$ cat src/rtl/aui_am_scheduler.sv
// ---------------------------------------------------------------------------
// aui_am_scheduler
//
// Sequencing controller for the AUI lane generator datapath. Each beat it
// chooses whether the lane mux forwards payload, one half of an
// alignment-marker (AM) burst, or idle fill. It throttles the upstream source
// through a valid/ready handshake, honours downstream backpressure, and owns
// the AM insertion interval so the lane datapath needs no counters of its own.
//
// Optional feature (compile-time macro AUI_AM_IDLE_FILL_EN):
//   defined   - source gaps in DATA emit an idle-fill beat (o_sel = 11) that
//               counts toward the interval, so AM spacing is fixed in lane beats.
//   undefined - source gaps are bubbles (o_lane_valid = 0) and are not counted.
//
// Ports:
//   clk           clock
//   rst           asynchronous, active-high reset
//   i_enable      stream enable
//   i_interval    payload beats between AM bursts (0 is treated as 1)
//   i_src_valid   upstream payload valid
//   o_src_ready   upstream payload ready
//   i_sink_ready  lane datapath can accept a beat
//   o_lane_valid  beat presented to the lane datapath
//   o_sel         mux select: 00 payload, 01 AM beat0, 10 AM beat1, 11 idle fill
//   o_am_seq      completed AM bursts, modulo 2^AM_SEQ_WIDTH
//   o_data_cnt    beats counted in the current interval window
//   o_busy        high whenever the scheduler is not idle
// ---------------------------------------------------------------------------
module aui_am_scheduler #(
    parameter int INTERVAL_WIDTH   = 16,
    parameter int DEFAULT_INTERVAL = 20,
    parameter int AM_SEQ_WIDTH     = 4
) (
    input  logic                      clk,
    input  logic                      rst,
    input  logic                      i_enable,
    input  logic [INTERVAL_WIDTH-1:0] i_interval,
    input  logic                      i_src_valid,
    output logic                      o_src_ready,
    input  logic                      i_sink_ready,
    output logic                      o_lane_valid,
    output logic [1:0]                o_sel,
    output logic [AM_SEQ_WIDTH-1:0]   o_am_seq,
    output logic [INTERVAL_WIDTH-1:0] o_data_cnt,
    output logic                      o_busy
);

    localparam logic [1:0] S_IDLE = 2'd0;
    localparam logic [1:0] S_AM0  = 2'd1;
    localparam logic [1:0] S_AM1  = 2'd2;
    localparam logic [1:0] S_DATA = 2'd3;

    localparam logic [1:0] SEL_PAYLOAD = 2'b00;
    localparam logic [1:0] SEL_AM0     = 2'b01;
    localparam logic [1:0] SEL_AM1     = 2'b10;
    localparam logic [1:0] SEL_FILL    = 2'b11;

    localparam logic [INTERVAL_WIDTH-1:0] CNT_ONE = INTERVAL_WIDTH'(1);
    localparam logic [AM_SEQ_WIDTH-1:0]   SEQ_ONE = AM_SEQ_WIDTH'(1);

    logic [1:0]                r_state;
    logic [1:0]                r_sel;
    logic                      r_busy;
    logic [AM_SEQ_WIDTH-1:0]   r_am_seq;
    logic [INTERVAL_WIDTH-1:0] r_data_cnt;
    logic [INTERVAL_WIDTH-1:0] r_interval;

    logic [1:0]                w_next_state;
    logic                      w_fill;
    logic                      w_beat;
    logic                      w_last;
    logic                      w_am1_done;
    logic [INTERVAL_WIDTH-1:0] w_interval_eff;

`ifdef AUI_AM_IDLE_FILL_EN
    // A source gap while the sink can accept becomes an idle-fill lane beat.
    assign w_fill = (r_state == S_DATA) && !i_src_valid && i_sink_ready;
`else
    assign w_fill = 1'b0;
`endif

    // A lane beat in DATA: either a payload transfer or an idle-fill beat.
    assign w_beat         = (r_state == S_DATA) && i_sink_ready && (i_src_valid || w_fill);
    // r_interval is never 0, so the subtraction cannot underflow.
    assign w_last         = (r_data_cnt == (r_interval - CNT_ONE));
    assign w_am1_done     = (r_state == S_AM1) && i_sink_ready;
    assign w_interval_eff = (i_interval == '0) ? CNT_ONE : i_interval;

    // NOTE: every signal written in always_comb gets a default first so no
    // path can leave it unassigned and infer a latch.
    always_comb begin
        w_next_state = r_state;
        case (r_state)
            S_IDLE: if (i_enable)     w_next_state = S_AM0;
            S_AM0:  if (i_sink_ready) w_next_state = S_AM1;
            S_AM1:  if (i_sink_ready) w_next_state = i_enable ? S_DATA : S_IDLE;
            S_DATA: begin
                // Disable wins over the interval boundary; the burst is then
                // issued fresh on re-enable.
                if (!i_enable)             w_next_state = S_IDLE;
                else if (w_beat && w_last) w_next_state = S_AM0;
            end
            default: w_next_state = S_IDLE;
        endcase
    end

    // NOTE: state registers use non-blocking assignments and an asynchronous
    // reset, so every output returns to its reset value as soon as rst rises.
    always_ff @(posedge clk or posedge rst) begin
        if (rst) begin
            r_state    <= S_IDLE;
            r_sel      <= SEL_PAYLOAD;
            r_busy     <= 1'b0;
            r_am_seq   <= '0;
            r_data_cnt <= '0;
            r_interval <= INTERVAL_WIDTH'(DEFAULT_INTERVAL);
        end else begin
            r_state <= w_next_state;
            r_busy  <= (w_next_state != S_IDLE);
            case (w_next_state)
                S_AM0:   r_sel <= SEL_AM0;
                S_AM1:   r_sel <= SEL_AM1;
                default: r_sel <= SEL_PAYLOAD;
            endcase

            if (w_am1_done) begin
                r_am_seq   <= r_am_seq + SEQ_ONE;
                r_data_cnt <= '0;
                r_interval <= w_interval_eff;
            end else if ((r_state == S_IDLE) && i_enable) begin
                // A restarted stream never shows a stale window count.
                r_data_cnt <= '0;
            end else if (w_beat && !w_last) begin
                // The boundary beat leaves the count at interval-1 until the
                // AM1 handshake clears it.
                r_data_cnt <= r_data_cnt + CNT_ONE;
            end
        end
    end

    // Handshake outputs are combinational in DATA for zero-latency forwarding.
    always_comb begin
        o_src_ready  = 1'b0;
        o_lane_valid = 1'b0;
        case (r_state)
            S_AM0, S_AM1: o_lane_valid = 1'b1;
            S_DATA: begin
                o_src_ready  = i_sink_ready;
                o_lane_valid = i_src_valid || w_fill;
            end
            default: ;
        endcase
    end

    assign o_sel      = w_fill ? SEL_FILL : r_sel;
    assign o_busy     = r_busy;
    assign o_am_seq   = r_am_seq;
    assign o_data_cnt = r_data_cnt;

endmodule

$ cat config.mk
export PLATFORM = sky130hd
export DESIGN_NAME = aui_am_scheduler
export DESIGN_NICKNAME = d
export VERILOG_FILES = /design/src/rtl/aui_am_scheduler.sv
export SDC_FILE = /design/constraint.sdc
export NUM_CORES = 1
export LEC_CHECK = 0
export CAP_MARGIN = 5
export CORE_MARGIN = 1
export CORE_UTILIZATION = 57
export DETAILED_ROUTE_END_ITERATION = 10
export PLACE_DENSITY = 0.91
export SETUP_SLACK_MARGIN = 0.15
export SYNTH_ARGS = -nofsm -noshare
export SYNTH_HDL_FRONTEND = slang
export SYNTH_SLANG_ARGS = --single-unit
$ cat constraint.sdc
create_clock -name clk -period 5.07 [get_ports clk]
set_input_delay 0.7605 -clock clk [delete_from_list [all_inputs] [get_ports clk]]
set_output_delay 0.7605 -clock clk [all_outputs]
set_load 0.05 [all_outputs]
=== After elaboration in Yosys (flattened, before gate mapping) ===
Index checks and enable logic that the tools add are counted.

* Memories: 0
* Flip-flop bits (word level): 41
* Output and inout port bits: 25
* RAM bits: 0
* Bits of input ports: 21
* Memory bits (read-only): 0
* Bits in latches: 0
* Logic and storage cells: 41

* Shifts and indexed selects: 0
* Divide/modulo/power cells: 0
* Bitwise logic cells: 0
* Equality and inequality tests: 6
* $mul: 0
* $lt $le $gt $ge: 0
* $add $sub $neg: 3
* Reduce and logical (&&, ||, !) cells: 12
* Multiplexer cells: 14

{| class="wikitable"
|+ Operators with widths
! operator !! count
|-
| 16-bit 2-to-1 mux || 4
|-
| 16-bit by 1-bit adder with 16-bit output (second input constant) || 1
|-
| 16-bit equality test || 1
|-
| 16-bit zero test || 1
|-
| 16-bit by 1-bit subtractor with 16-bit output (second input constant) || 1
|-
| 2-bit 2-to-1 mux || 6
|-
| 2-bit case mux with 4 select lines || 1
|-
| 2-bit equality test (second input constant) || 3
|-
| 1-bit logical AND || 6
|-
| 4-bit by 1-bit adder with 4-bit output (second input constant) || 1
|-
| 2-bit by 1-bit equality test with 1-bit output (second input constant) || 2
|-
| 2-bit case mux with 2 select lines || 1
|-
| 3-bit nonzero test || 1
|-
| 2-bit zero test || 1
|-
| 1-bit case mux with 2 select lines || 1
|-
| 2-bit nonzero test || 1
|-
| 2-bit OR reduction || 1
|-
| 1-bit zero test || 1
|-
| 1-bit 2-to-1 mux || 1
|}

=== Depth between registers and ports, before layout ===
* Depth in word-level cells: 9
* Mapped depth: 11
* Mapped depth without buffers: 9

=== Worst setup path before layout ===
Ideal clock, no wire load.

* Path type: register -> register
* From: register r_interval[3]
* To: register r_data_cnt[3] (netlist: o_data_cnt[3])
* Data arrival time: 2.604 ns
* Setup time: 0.078 ns
* Stages on the path, launching flop included: 9
* Path buffers: 1
* Setup slack: 2.388 ns
* Period minus slack after synthesis: 2.682 ns
* Required time: 4.992 ns
* Cell sequence: dfrtp_1 or4_1 nor3_1 mux2_2 o2111a_1 o2111a_1 buf_6 or4_1 a21oi_1

* Cells in the longest elaborated chain, start to end: 5

{| class="wikitable"
|+ Ends and longest elaborated chain
! item !! line !! text
|-
| start, declared || 66 || <nowiki>logic [INTERVAL_WIDTH-1:0] r_interval;</nowiki>
|-
| start signal, assigned || 116 || <nowiki>r_interval <= INTERVAL_WIDTH'(DEFAULT_INTERVAL);</nowiki>
|-
| start signal, assigned || 129 || <nowiki>r_interval <= w_interval_eff;</nowiki>
|-
| 16-bit by 1-bit subtractor with 16-bit output || 85 || <nowiki>assign w_last = (r_data_cnt == (r_interval - CNT_ONE));</nowiki>
|-
| 16-bit equality test || 85 ||
|-
| 1-bit zero test || 133 || <nowiki>end else if (w_beat && !w_last) begin</nowiki>
|-
| 1-bit logical AND || 133 ||
|-
| 3-bit nonzero test (no line) || n/a ||
|-
| end signal, assigned || 136 || <nowiki>r_data_cnt <= r_data_cnt + CNT_ONE;</nowiki>
|-
| end, declared || 65 || <nowiki>logic [INTERVAL_WIDTH-1:0] r_data_cnt;</nowiki>
|}

Every way passes these cells.
A chain may end at the register's enable or synchronous reset.

=== Final worst setup path ===
* From: register r_interval[0]
* To: register r_sel[1] (netlist: o_sel[1])

* Cells in the longest elaborated chain, start to end: 8
* Elaborated cells between the ends (all ways): 9
* Classes of those cells: 1 x add/sub; 3 x eq/ne; 4 x mux; 1 x reduce/logical

{| class="wikitable"
|+ Ends and longest elaborated chain
! item !! line !! text
|-
| 16-bit by 1-bit subtractor with 16-bit output * || 85 ||
|-
| 16-bit equality test * || 85 ||
|-
| 1-bit logical AND * || 101 || <nowiki>else if (w_beat && w_last) w_next_state = S_AM0;</nowiki>
|-
| 2-bit 2-to-1 mux * || 101 ||
|-
| 2-bit 2-to-1 mux * || 100 || <nowiki>if (!i_enable) w_next_state = S_IDLE;</nowiki>
|-
| 2-bit case mux with 4 select lines * || 93 || <nowiki>case (r_state)</nowiki>
|-
| 2-bit equality test or 2-bit by 1-bit equality test with 1-bit output (tied branches) || 120 || <nowiki>case (w_next_state)</nowiki>
|-
| 2-bit case mux with 2 select lines * || 120 ||
|-
| end signal, assigned || 121 || <nowiki>S_AM0: r_sel <= SEL_AM0;</nowiki>
|-
| end signal, assigned || 122 || <nowiki>S_AM1: r_sel <= SEL_AM1;</nowiki>
|-
| end signal, assigned || 123 || <nowiki>default: r_sel <= SEL_PAYLOAD;</nowiki>
|-
| end, declared || 62 || <nowiki>logic [1:0] r_sel;</nowiki>
|}

Every way passes the cells marked *; elsewhere a longest branch is shown, timed or not.

==> results.py <==
metrics = {
    "final_layout": {
        "final_common_cell": "nand2_1",
        "fillers": 340,
        "n_antenna_cell": 0,
        "layout_common_cells": "59 x nand2_1, 45 x clkdlybuf4s50_1, 39 x dfrtp_1",
        "drive_above_1_share": 0.0412,
        "syn2layout_area_growth_pct": 20.8,
        "final_nets": 370,
        "layout.cells.non_filler": 392,
        "design_area_mm2": 0.00313,
    },
    "pwr": {
        "pwr_density_cell_mw_per_mm2": 452,
        "finalPower_mw": 1.41,
        "p_leak_nw": 1.31,
        "vdd_drop_max_mv": 0.303,
    },
    "timing": {
        "hold_viol": 0,
        "skew_ns": 0.00660,
        "timing.final.ws_setup_ns": 1.68,
        "fmax_mhz": 295,
        "slew_headroom": 0.271,
        "worstMarginPinSlew_ns": 1.09,
        "fin_crit_ns": 3.39,
        "finalCritPeriodShare": 0.669,
        "rsz0062_at_grt": "false",
        "finalSetupViolations": 0,
        "tns_ns": 0,
        "maxSlewViolCount": 0,
    },
    "setup_path": {
        "crit_slowest_cell": "o2111a_1",
        "worstPathMaxFanout": 31,
        "worst_ep_required_time_ns": 5.23,
        "crit_family": "compound AO/OA/AOI/OAI gates",
        "critPathArrivalTime_ns": 3.55,
        "critPathKind": "flip-flop to flip-flop",
        "end_kind": "flip-flop",
        "path_buf_inv": 1,
        "worstPathCellList": "inv_1 > ha_1 > nor3b_2 > and3_1 > nor4b_1 > o2111a_1 > a21boi_0 > a2bb2oi_1",
        "worstSetupStartpointType": "flip-flop",
        "slowest_delay_ns": 0.80,
    },
    "clock_network": {
        "cts_buffer_depth": 2,
        "cts_htree_levels": 2,
        "numCtsBuffers": 5,
        "post_cts_resize_count": 0,
        "clock_latency_ns": 0.29,
        "cts_root_buf": "clkbuf_8",
        "cts.clk_slew.worst_paths_ns": 0.08,
        "clock_sinks": 41,
        "cts_tree": "built",
        "cts_setup_buffers": 0,
        "ctsHoldBuffers": 0,
    },
    "drt": {
        "drc_errors": 0,
        "routedWlPerCell_um": 16.0,
        "vias": 2402,
        "final_antenna_net_count": 0,
        "routed_wl_mm": 6.28,
        "dr.first_iter.drc_count": 208,
        "drtPass1Iterations": 4,
        "vias_per_cell": 6.13,
    },
    "placement": {
        "place_hpwl_mm": 4.50,
        "pre_cts_slack_ns": 1.83,
        "placed_cells": 386,
        "place_area_mm2": 0.00305,
        "routabilityCongestion": 0.919,
        "io_buffer_count": 45,
    },
    "flow_run": {
        "maxCapViolations": 0,
    },
    "logic_synthesis": {
        "ys_ff_latch": 41,
        "syn_area_mm2": 0.00259,
        "ys_seq_area_frac": 0.397,
        "synth_fp_nets": 329,
        "netlist_instances": 300,
        "yosysWarningCount": 0,
        "synth.distinct_cells": 48,
        "syn_area_per_cell_um2": 8.62,
    },
    "floorplanning": {
        "die_w_um": 69.4,
        "coreArea_mm2": 0.00435,
        "die_h_um": 69.4,
        "rows": 24,
        "die_area_mm2": 0.00481,
        "initial_core_util": 0.594,
        "ios": 46,
    },
    "grt": {
        "grt_pass1_vias": 2293,
        "grt_max_degree": 42,
        "grt_pass1_wl_mm": 10.5,
        "overflow": 0,
        "grt.total_usage": 0.270,
        "antenna_found_initial": 0,
    },
    "status": {
        "status": "finished, final reports clean",
    },
    "hold_path": {
        "hp-class": "flip-flop to flip-flop",
    },
}
## Yosys cell counts, drive strengths merged
master    n  area (um^2)
a311o     1         10.0
mux2i     1         10.0
or4       8         63.8
nor3      2         10.0
xor2      7         61.3
buf       4         28.8
a211oi    3         22.5
a2bb2oi   1         8.76
o211ai    3         22.5
a21boi    2         15.0
nor4      8         62.6
and3b     1         8.76
nor3b     2         20.0
dfrtp    39          976
nand3    11         55.1
o21bai    3         22.5
a221o     1         10.0
and2      4         25.0
a211o     2         17.5
nand2b    5         31.3
a21oi    22          110
a311oi    1         8.76
nand3b    3         22.5
and3      7         43.8
nand4     6         37.5
o2111a    2         22.5
and4      2         17.5
mux2      1         11.3
dfstp     2         52.6
o22ai     1         6.26
o211a     1         10.0
clkbuf    8         30.0
or3      11         68.8
ha        8          100
nor2     10         37.5
o21ai    18         90.1
nand2    59          221
o2111ai   3         26.3
inv       9         33.8
nor4b     1         8.76
xnor2    15          131
o31ai     2         15.0
## per-layer routing
metal,wire length (um),vias up,GRT usage
li1,-,1166,-
met1,2710,1144,0.358
met2,3110,84,0.440
met3,396,8,0.0538
met4,65,0,0.0930
met5,0,-,0
## where the power goes
| group | total, mW | internal, mW | switching [mW] | leakage [nW] |
|---|---|---|---|---|
| registers | 0.548 | 0.424 | 0.124 | 0.533 |
| logic | 0.670 | 0.272 | 0.398 | 0.741 |
| clock network | 0.196 | 0.0906 | 0.105 | 0.0399 |
## cells by family (layout without fill, tap and decap cells)
group / after synthesis / in the layout / share of synthesized area
flops: 41 / 41 / 0.397
mux: 2 / 2 / 0.00822
fa+ha+maj: 8 / 8 / 0.0387
buf+inv: 21 / 61 / 0.0358
simple gates: 140 / 140 / 0.284
xor+xnor: 22 / 22 / 0.0745
compound gates: 66 / 66 / 0.162
## sequential cells by signal, summed over array words and instances, names as in the netlist
register and count:
o_am_seq 4, o_busy 1, o_data_cnt 16, o_sel 2
r_interval 16, r_state 2
## metrics by stage
step | hold WS [ns] | util
final | 0.479 | 0.718
after global routing | 0.487 | 0.718
after CTS | 0.476 | 0.718
after detailed placement | 0.471 | 0.701
after global placement | 0.461 | 0.701
after floorplan | 0.467 | -
## worst paths after layout
path                                    start             to  slack, ns  cells past startpoint
worst max-delay path            r_interval[0]       o_sel[1]       1.68                      8
worst min-delay path              o_am_seq[3]    o_am_seq[3]       0.48                      1
worst max register to register  r_interval[0]       o_sel[1]       1.68                      8
worst min register to register    o_am_seq[3]    o_am_seq[3]       0.48                      1
max in group asynchronous                 rst  r_interval[4]       3.80                      3
min in group asynchronous                 rst    o_am_seq[0]       0.89                      3
## cell type report
class,count,area [um^2],share of cell area
clock buffer,5,68.8,0.0220
clock inverter,1,5.00,0.00160
inverter,9,33.8,0.0108
multi-input combinational,238,1470,0.469
sequential,41,1030,0.329
tap,52,65.1,0.0208
timing repair buffer,46,458,0.147
Power figures use the tool's default switching activity.
